File: config.mk
export PLATFORM = sky130hd
export DESIGN_NAME = scratch_stack_mem
export DESIGN_NICKNAME = d
export VERILOG_FILES = /design/src/rtl/scratch_stack_mem.sv
export SDC_FILE = /design/constraint.sdc
export NUM_CORES = 2
export LEC_CHECK = 0
export CAP_MARGIN = 20
export CORE_MARGIN = 10
export CORE_UTILIZATION = 44
export CTS_CLUSTER_DIAMETER = 120
export CTS_CLUSTER_SIZE = 8
export DETAILED_ROUTE_END_ITERATION = 16
export SYNTH_ARGS = -nofsm -noshare
export SYNTH_HDL_FRONTEND = slang
export SYNTH_SLANG_ARGS = --single-unit
export TNS_END_PERCENT = 50
File: constraint.sdc
create_clock -name SCR_CLK -period 5.8 [get_ports SCR_CLK]
set_input_delay 1.16 -clock SCR_CLK [delete_from_list [all_inputs] [get_ports SCR_CLK]]
set_output_delay 1.16 -clock SCR_CLK [all_outputs]
set_load 0.02 [all_outputs]
File: src/rtl/scratch_stack_mem.sv
// rtl/scratch_stack_mem.sv - scratch RAM with stack pointer unit, hardware clear after reset.
// Optional stored even parity per word when SCR_PARITY_EN is defined.
module scratch_stack_mem #(
   parameter int                DATA_W  = 10,
   parameter int                ADDR_W  = 8,
   parameter logic [ADDR_W-1:0] SP_INIT = '0
) (
   input  logic              SCR_CLK,
   input  logic              SCR_RST,
   input  logic [ADDR_W-1:0] SCR_ADDR,
   input  logic [DATA_W-1:0] SCR_DIN,
   input  logic              SCR_WE,
   input  logic              SCR_PUSH,
   input  logic              SCR_POP,
   output logic [DATA_W-1:0] SCR_DOUT,
   output logic [ADDR_W-1:0] SP_OUT,
   output logic              SCR_BUSY,
   output logic              SCR_OVF,
   output logic              SCR_UNF,
   output logic              SCR_PERR
);

   localparam int DEPTH = 1 << ADDR_W;
`ifdef SCR_PARITY_EN
   localparam int WORD_W = DATA_W + 1;
`else
   localparam int WORD_W = DATA_W;
`endif
   localparam logic [ADDR_W-1:0] ONE_A      = {{(ADDR_W-1){1'b0}}, 1'b1};
   localparam logic [ADDR_W:0]   ONE_C      = {{ADDR_W{1'b0}}, 1'b1};
   localparam logic [ADDR_W:0]   COUNT_FULL = {1'b1, {ADDR_W{1'b0}}};

   typedef enum logic {ST_CLEAR, ST_RUN} state_t;

   state_t              state_q, state_d;
   logic [ADDR_W-1:0]   clr_ptr_q, clr_ptr_d;
   logic [ADDR_W-1:0]   sp_q, sp_d;
   logic [ADDR_W:0]     count_q, count_d;
   logic                ovf_q, ovf_d;
   logic                unf_q, unf_d;

   logic [WORD_W-1:0]   mem [DEPTH];
   logic                mem_we;
   logic [ADDR_W-1:0]   mem_waddr;
   logic [WORD_W-1:0]   mem_wdata;

   logic                busy;
   logic [ADDR_W-1:0]   rd_addr;
   logic [WORD_W-1:0]   rd_word;

   function automatic logic [WORD_W-1:0] encode_word(input logic [DATA_W-1:0] data);
`ifdef SCR_PARITY_EN
      return {^data, data};
`else
      return data;
`endif
   endfunction

   always_comb begin
      state_d   = state_q;
      clr_ptr_d = clr_ptr_q;
      sp_d      = sp_q;
      count_d   = count_q;
      ovf_d     = ovf_q;
      unf_d     = unf_q;
      mem_we    = 1'b0;
      mem_waddr = SCR_ADDR;
      mem_wdata = encode_word(SCR_DIN);

      if (state_q == ST_CLEAR) begin
         // Clearing owns the write port; any request this cycle is dropped.
         mem_we    = 1'b1;
         mem_waddr = clr_ptr_q;
         mem_wdata = '0;
         clr_ptr_d = clr_ptr_q + ONE_A;
         if (clr_ptr_q == '1) begin
            state_d = ST_RUN;
         end
      end else if (SCR_PUSH && SCR_POP) begin
         state_d = ST_RUN;
      end else if (SCR_PUSH) begin
         if (count_q != COUNT_FULL) begin
            mem_we    = 1'b1;
            mem_waddr = sp_q - ONE_A;
            sp_d      = sp_q - ONE_A;
            count_d   = count_q + ONE_C;
         end else begin
            ovf_d = 1'b1;
         end
      end else if (SCR_POP) begin
         if (count_q != '0) begin
            sp_d    = sp_q + ONE_A;
            count_d = count_q - ONE_C;
         end else begin
            unf_d = 1'b1;
         end
      end else if (SCR_WE) begin
         mem_we = 1'b1;
      end
   end

   always_ff @(posedge SCR_CLK) begin
      if (SCR_RST) begin
         state_q   <= ST_CLEAR;
         clr_ptr_q <= '0;
         sp_q      <= SP_INIT;
         count_q   <= '0;
         ovf_q     <= 1'b0;
         unf_q     <= 1'b0;
      end else begin
         state_q   <= state_d;
         clr_ptr_q <= clr_ptr_d;
         sp_q      <= sp_d;
         count_q   <= count_d;
         ovf_q     <= ovf_d;
         unf_q     <= unf_d;
      end
   end

   always_ff @(posedge SCR_CLK) begin
      if (mem_we && !SCR_RST) begin
         mem[mem_waddr] <= mem_wdata;
      end
   end

   assign busy     = SCR_RST || (state_q == ST_CLEAR);
   assign rd_addr  = SCR_POP ? sp_q : SCR_ADDR;
   assign rd_word  = mem[rd_addr];

   assign SCR_DOUT = busy ? '0 : rd_word[DATA_W-1:0];
   assign SP_OUT   = sp_q;
   assign SCR_BUSY = busy;
   assign SCR_OVF  = ovf_q;
   assign SCR_UNF  = unf_q;
`ifdef SCR_PARITY_EN
   assign SCR_PERR = busy ? 1'b0 : ^rd_word;
`else
   assign SCR_PERR = 1'b0;
`endif

endmodule

# Yosys cells after proc, flatten, opt, wreduce, memory -nomap -nowiden

Memories as Yosys holds them, arrays and structs flattened.
Cells that the tools add are included.

Register bits after elaboration: 28
Bits in writable memories: 2,560
Logic and storage cells: 55
Memories kept: 1

$add $sub $neg: 5
Equality and inequality tests: 3
Multiplexer cells: 25
Bitwise logic cells: 5
Reductions and logical operators: 10

Memory list:

| name | depth | width | read ports | clocked after Yosys merged registers in | wr ports | line | source |
|---|---|---|---|---|---|---|---|
| mem  | 256   | 10    | 1          | 0                                       | 1        | 42   | `logic [WORD_W-1:0] mem [DEPTH];` |

Operator list:

| kind                                                                     | count |
|---|---|
| 8-bit 2-to-1 mux                                                         | 9 |
| 9-bit 2-to-1 mux                                                         | 4 |
| 10-bit 2-to-1 mux                                                        | 2 |
| 8-bit by 1-bit adder with 8-bit output (second input constant)           | 2 |
| 1-bit 2-to-1 mux                                                         | 10 |
| 5-bit AND reduction                                                      | 2 |
| 9-bit by 1-bit adder with 9-bit output (second input constant)           | 1 |
| 9-bit inequality test (second input constant)                            | 1 |
| 9-bit nonzero test                                                       | 1 |
| 9-bit by 1-bit subtractor with 9-bit output (second input constant)      | 1 |
| 8-bit equality test (second input constant)                              | 1 |
| 8-bit by 1-bit subtractor with 8-bit output (second input constant)      | 1 |
| 1-bit NOT                                                                | 5 |
| 4-bit AND reduction                                                      | 1 |
| 2-bit nonzero test                                                       | 2 |
| 1-bit logical AND                                                        | 2 |
| 2-bit by 1-bit inequality test with 1-bit output (second input constant) | 1 |
| 1-bit logical NOT                                                        | 1 |
| 1-bit logical OR                                                         | 1 |

# Longest topological paths before layout

Word-level depth: 8
Mapped depth: 15
Depth with buffers taken out: 11

# Worst setup path after synthesis

Ideal clock, no wire load.

Path kind: flip-flop to flip-flop
Start: register state_q
End: memory mem[0][0] (netlist name), data pin
Library setup time: 0.867 ns
Arrival time: 4.832 ns
Setup slack: 0.102 ns
Cell stages (with the launch flop): 7
Path buffers: 5
Clock period less this slack: 5.698 ns
Cells stage by stage: dfxtp_1 -> clkbuf_1 -> buf_4 -> clkbuf_1 -> buf_1 -> clkbuf_1 -> and2_1

Longest elaborated chain between the ends: 1

Ends and longest elaborated chain:

| element                  | line | source |
|---|---|---|
| start: declaration       | 35   | `state_t state_q, state_d;` |
| start signal: assignment | 111  | `state_q <= state_d;` |
| 10-bit 2-to-1 mux        | 70   | `if (state_q == ST_CLEAR) begin` |
| via mem_wdata[0]         | 45   | `logic [WORD_W-1:0] mem_wdata;` |
| end: declaration         | 42   |  |

The timed path passes the listed nets, and every way through them passes these cells.

# Final worst setup path

Start: input SCR_ADDR[3]
End: output SCR_DOUT[0]

Longest elaborated chain between the ends: 3

Ends and longest elaborated chain:

| element             | line | source |
|---|---|---|
| start: declaration  | 10   | `input logic [ADDR_W-1:0] SCR_ADDR,` |
| 8-bit 2-to-1 mux    | 127  | `assign rd_addr = SCR_POP ? sp_q : SCR_ADDR;` |
| memory 256 x 10 bit | -    |  |
| 10-bit 2-to-1 mux   | 130  | `assign SCR_DOUT = busy ? '0 : rd_word[DATA_W-1:0];` |
| end: declaration    | 15   | `output logic [DATA_W-1:0] SCR_DOUT,` |

No other way between the ends.

==> results.sh <==
export IMPL_relSlewSlack_pct=24.3
export IMPL_post_synth_top_area_fraction_pct=73.4
export IMPL_p_seq_share_pct=48.9
export IMPL_grt_max_degree=121
export IMPL_ys_warn_count=0
export IMPL_syn_area_per_cell_sq_um=12.9
export IMPL_synth_top_family_by_area="simple AND/OR/NAND/NOR gates"
export IMPL_synth_commonest_cells="2,560 x edfxtp_1, 2,288 x nand2_1, 983 x nand3_1, 338 x nor2_1, 334 x a21oi_1"
export IMPL_path_clk_slew_ns=0.05
export IMPL_setup_tns_ns=-0.0495
export IMPL_port_buffers=43
export IMPL_synth_flop_cell="edfxtp_1"
export IMPL_synth_top_cell_by_area="edfxtp_1"
export IMPL_htree_levels=5
export IMPL_setup_ws_ns=-0.0495
export IMPL_p_per_area_nw_per_um2=331
export IMPL_ant_nets=0
export IMPL_power_share_combinational_pct=5.7
export IMPL_wirelength_um=328000
export IMPL_synthArstFlopShare_pct=0
export IMPL_grt_ovfl_total=0
export IMPL_syn_area_sq_um=105000
export IMPL_io_pins=45
export IMPL_drc=0
export IMPL_synthSimpleGateAreaFrac_pct=15.5
export IMPL_worstMarginPinSlew_ns=1.13
export IMPL_area_growth_pct=19.8
export IMPL_fin_skew_ns=0.0591
export IMPL_viasPerCell=5.89
export IMPL_total_power_mw=41.5
export IMPL_insertion_delay_ns=0.96
export IMPL_grt_util_all_layers_pct=24.6
export IMPL_leakagePower_nw=44.8
export IMPL_drv_slew=0
export IMPL_cp_max_fo=13
export IMPL_period_share_pct=101
export IMPL_critPathLaunch="SCR_ADDR[3]"
export IMPL_endpoint_kind="output pin"
export IMPL_synthTopCellsByArea="edfxtp_1 73%, nand2_1 8.2%, nand3_1 4.7%, mux2i_1 1.6%, a21oi_1 1.6%"
export IMPL_clockRootBuffer="clkbuf_16"
export IMPL_maxCapViolCount=0
export IMPL_fin_nets=8928
export IMPL_numClockSinks=2588
export IMPL_synth_fa_ha_area_share_pct=0.139
export IMPL_die_w_um=508
export IMPL_rsz0062_at_grt="no"
export IMPL_grt_pass1_vias=68200
export IMPL_worstSetupPathType="primary input to output pin"
export IMPL_cp_required_ns=4.64
export IMPL_start_util_pct=44.1
export IMPL_switchingPower_mw=8.97
export IMPL_worstReg2RegStart="count_q[0]"
export IMPL_rows=179
export IMPL_cts_tree="yes"
export IMPL_p_int_mw=32.5
export IMPL_finalHoldViolCount=0
export IMPL_synthMuxAreaShare_pct=2.09
export IMPL_hpwl_um=207000
export IMPL_arrival_ns=4.69
export IMPL_synthXorXnorAreaFrac_pct=0.192
export IMPL_outcome="finished with violations"
export IMPL_peakVddDrop_mv=0.369
export IMPL_grt_pass1_wl_um=474000
export IMPL_gp_congestion=0.895
export IMPL_p_clk_share_pct=45.4
export IMPL_syn_nets=8129
export IMPL_synth_edf_count=2560
export IMPL_die_h_um=508
export IMPL_hold_start="SCR_OVF"
export IMPL_yosysUniqueCellTypes=78
export IMPL_seq_area_frac_synth_pct=74.0
export IMPL_finalWorstPathRequiredPeriod_ns=5.85
export IMPL_worstHoldPathType="register to register"
export IMPL_start_kind="primary input"
export IMPL_swShare_pct=21.6
export IMPL_cts_buffers=373
export IMPL_ys_seq_elements=2588
export IMPL_cts_buffer_depth=4
export IMPL_yosysMostFrequentCell="edfxtp_1"
export IMPL_synth_compound_area_share_pct=5.65
export IMPL_max_freq_ghz=0.171
export IMPL_synthCells=8095
export IMPL_dieArea_sq_um=258000
export IMPL_grt_antenna_before_repair=9
export IMPL_hold_buffers=0
export IMPL_violations="negative setup slack"
export IMPL_drt_pre_antenna_iters=9
export IMPL_dr_total_vias=71300
export IMPL_setup_viol=1
export IMPL_core_sq_um=237000
export IMPL_drive_gt1_share_pct=16.2
export IMPL_drt_iter0_markers=8007
export IMPL_wl_per_cell_um=27.1
power groups by stage:
stage	Sequential, mW	Combinational [mW]	Clock, mW
floorplan	20.6	1.09	0
global placement	20.6	2.25	0
detailed placement	20.6	2.26	0
CTS	20.3	2.32	19.0
global route	20.3	2.47	19.8
finish	20.3	2.37	18.9
through the flow:
| step | setup WS (ns) | instance area [sq um] | hold WS, ns | util (%) | cells |
|---|---|---|---|---|---|
| final | -0.0495 | 125000 | 0.470 | 52.9 | 12100 |
| after detailed placement | -1.01 | 115000 | 0.464 | 48.5 | 11700 |
| after floorplan | 0.102 | 105000 | 0.472 | - | 8095 |
| after global placement | -1.03 | 115000 | 0.455 | 48.5 | 11700 |
| after CTS | 0.0627 | 125000 | 0.476 | 52.8 | 12100 |
| after global routing | 0.00419 | 125000 | 0.498 | 52.8 | 12100 |
area by class of cell:
type	count	area, sq um
antenna	6	15.0
clock buffer	403	9530
clock inverter	12	181
fill	19700	112000
inverter	12	45.0
multi-input combinational	4954	25200
sequential	2588	77400
tap	3167	3960
timing repair buffer	965	9090
critical path: stages:
cell	delay (ns)
clkdlybuf4s50_1	0.62
mux2i_4	0.14
buf_4	0.22
buf_12	0.16
buf_12	0.17
buf_4	0.17
nand3_1	0.12
a311oi_1	0.06
nor4_1	0.88
o31ai_1	0.18
buf_4	0.19
a21oi_1	0.12
o21ai_0	0.09
buf_4	0.20
buf_12	0.15
metal layers:
metal | routed length, um | track usage (%)
met1 | 132000 | 33.8
met2 | 152000 | 38.7
met3 | 28900 | 4.28
met4 | 15500 | 10.4
met5 | 72 | 0
placed cells by master (no fill, tap or decap), types with 33 or more instances in the layout:
master / synthesis / layout
buf_12: 0 / 122
a221oi_1: 37 / 33
nor2_1: 338 / 335
a31oi_1: 103 / 98
mux2i_1: 169 / 163
buf_4: 27 / 791
nand3_1: 983 / 977
a21oi_1: 334 / 325
edfxtp_1: 2560 / 2560
a311oi_1: 54 / 52
and3_1: 90 / 90
o22ai_1: 78 / 73
a32o_1: 76 / 75
o21ai_0: 49 / 43
nand2_1: 2288 / 2282
clkbuf_16: 0 / 378
state kept, by name, summed over array words and instances, names as in the netlist:
signal / count
clr_ptr_q: 8
SCR_UNF: 1
state_q: 1
SCR_OVF: 1
mem: 2560
SP_OUT: 8
count_q: 9
worst paths after layout:
path,endpoint,slack [ns],cells past startpoint
worst min-delay path,SCR_OVF,0.47,2
worst max register to register,mem[241][8],1.20,9
worst max-delay path,SCR_DOUT[0],-0.05,15
worst min register to register,SCR_OVF,0.47,2
kinds of logic after synthesis:
group	after synthesis
compound gates	893
xor+xnor	23
fa+ha+maj	11
buf+inv	553
flops	2588
mux	196
other cells	1
simple gates	3830
repair_timing:
action | 4_1_cts | 5_1_grt
gates cloned | 3 | 1
setup endpoints to repair | 10 | 6
setup buffers | 5 | 1
resized for setup | 85 | 6
pin swaps | 6 | 1
Power figures use the tool's default switching activity.
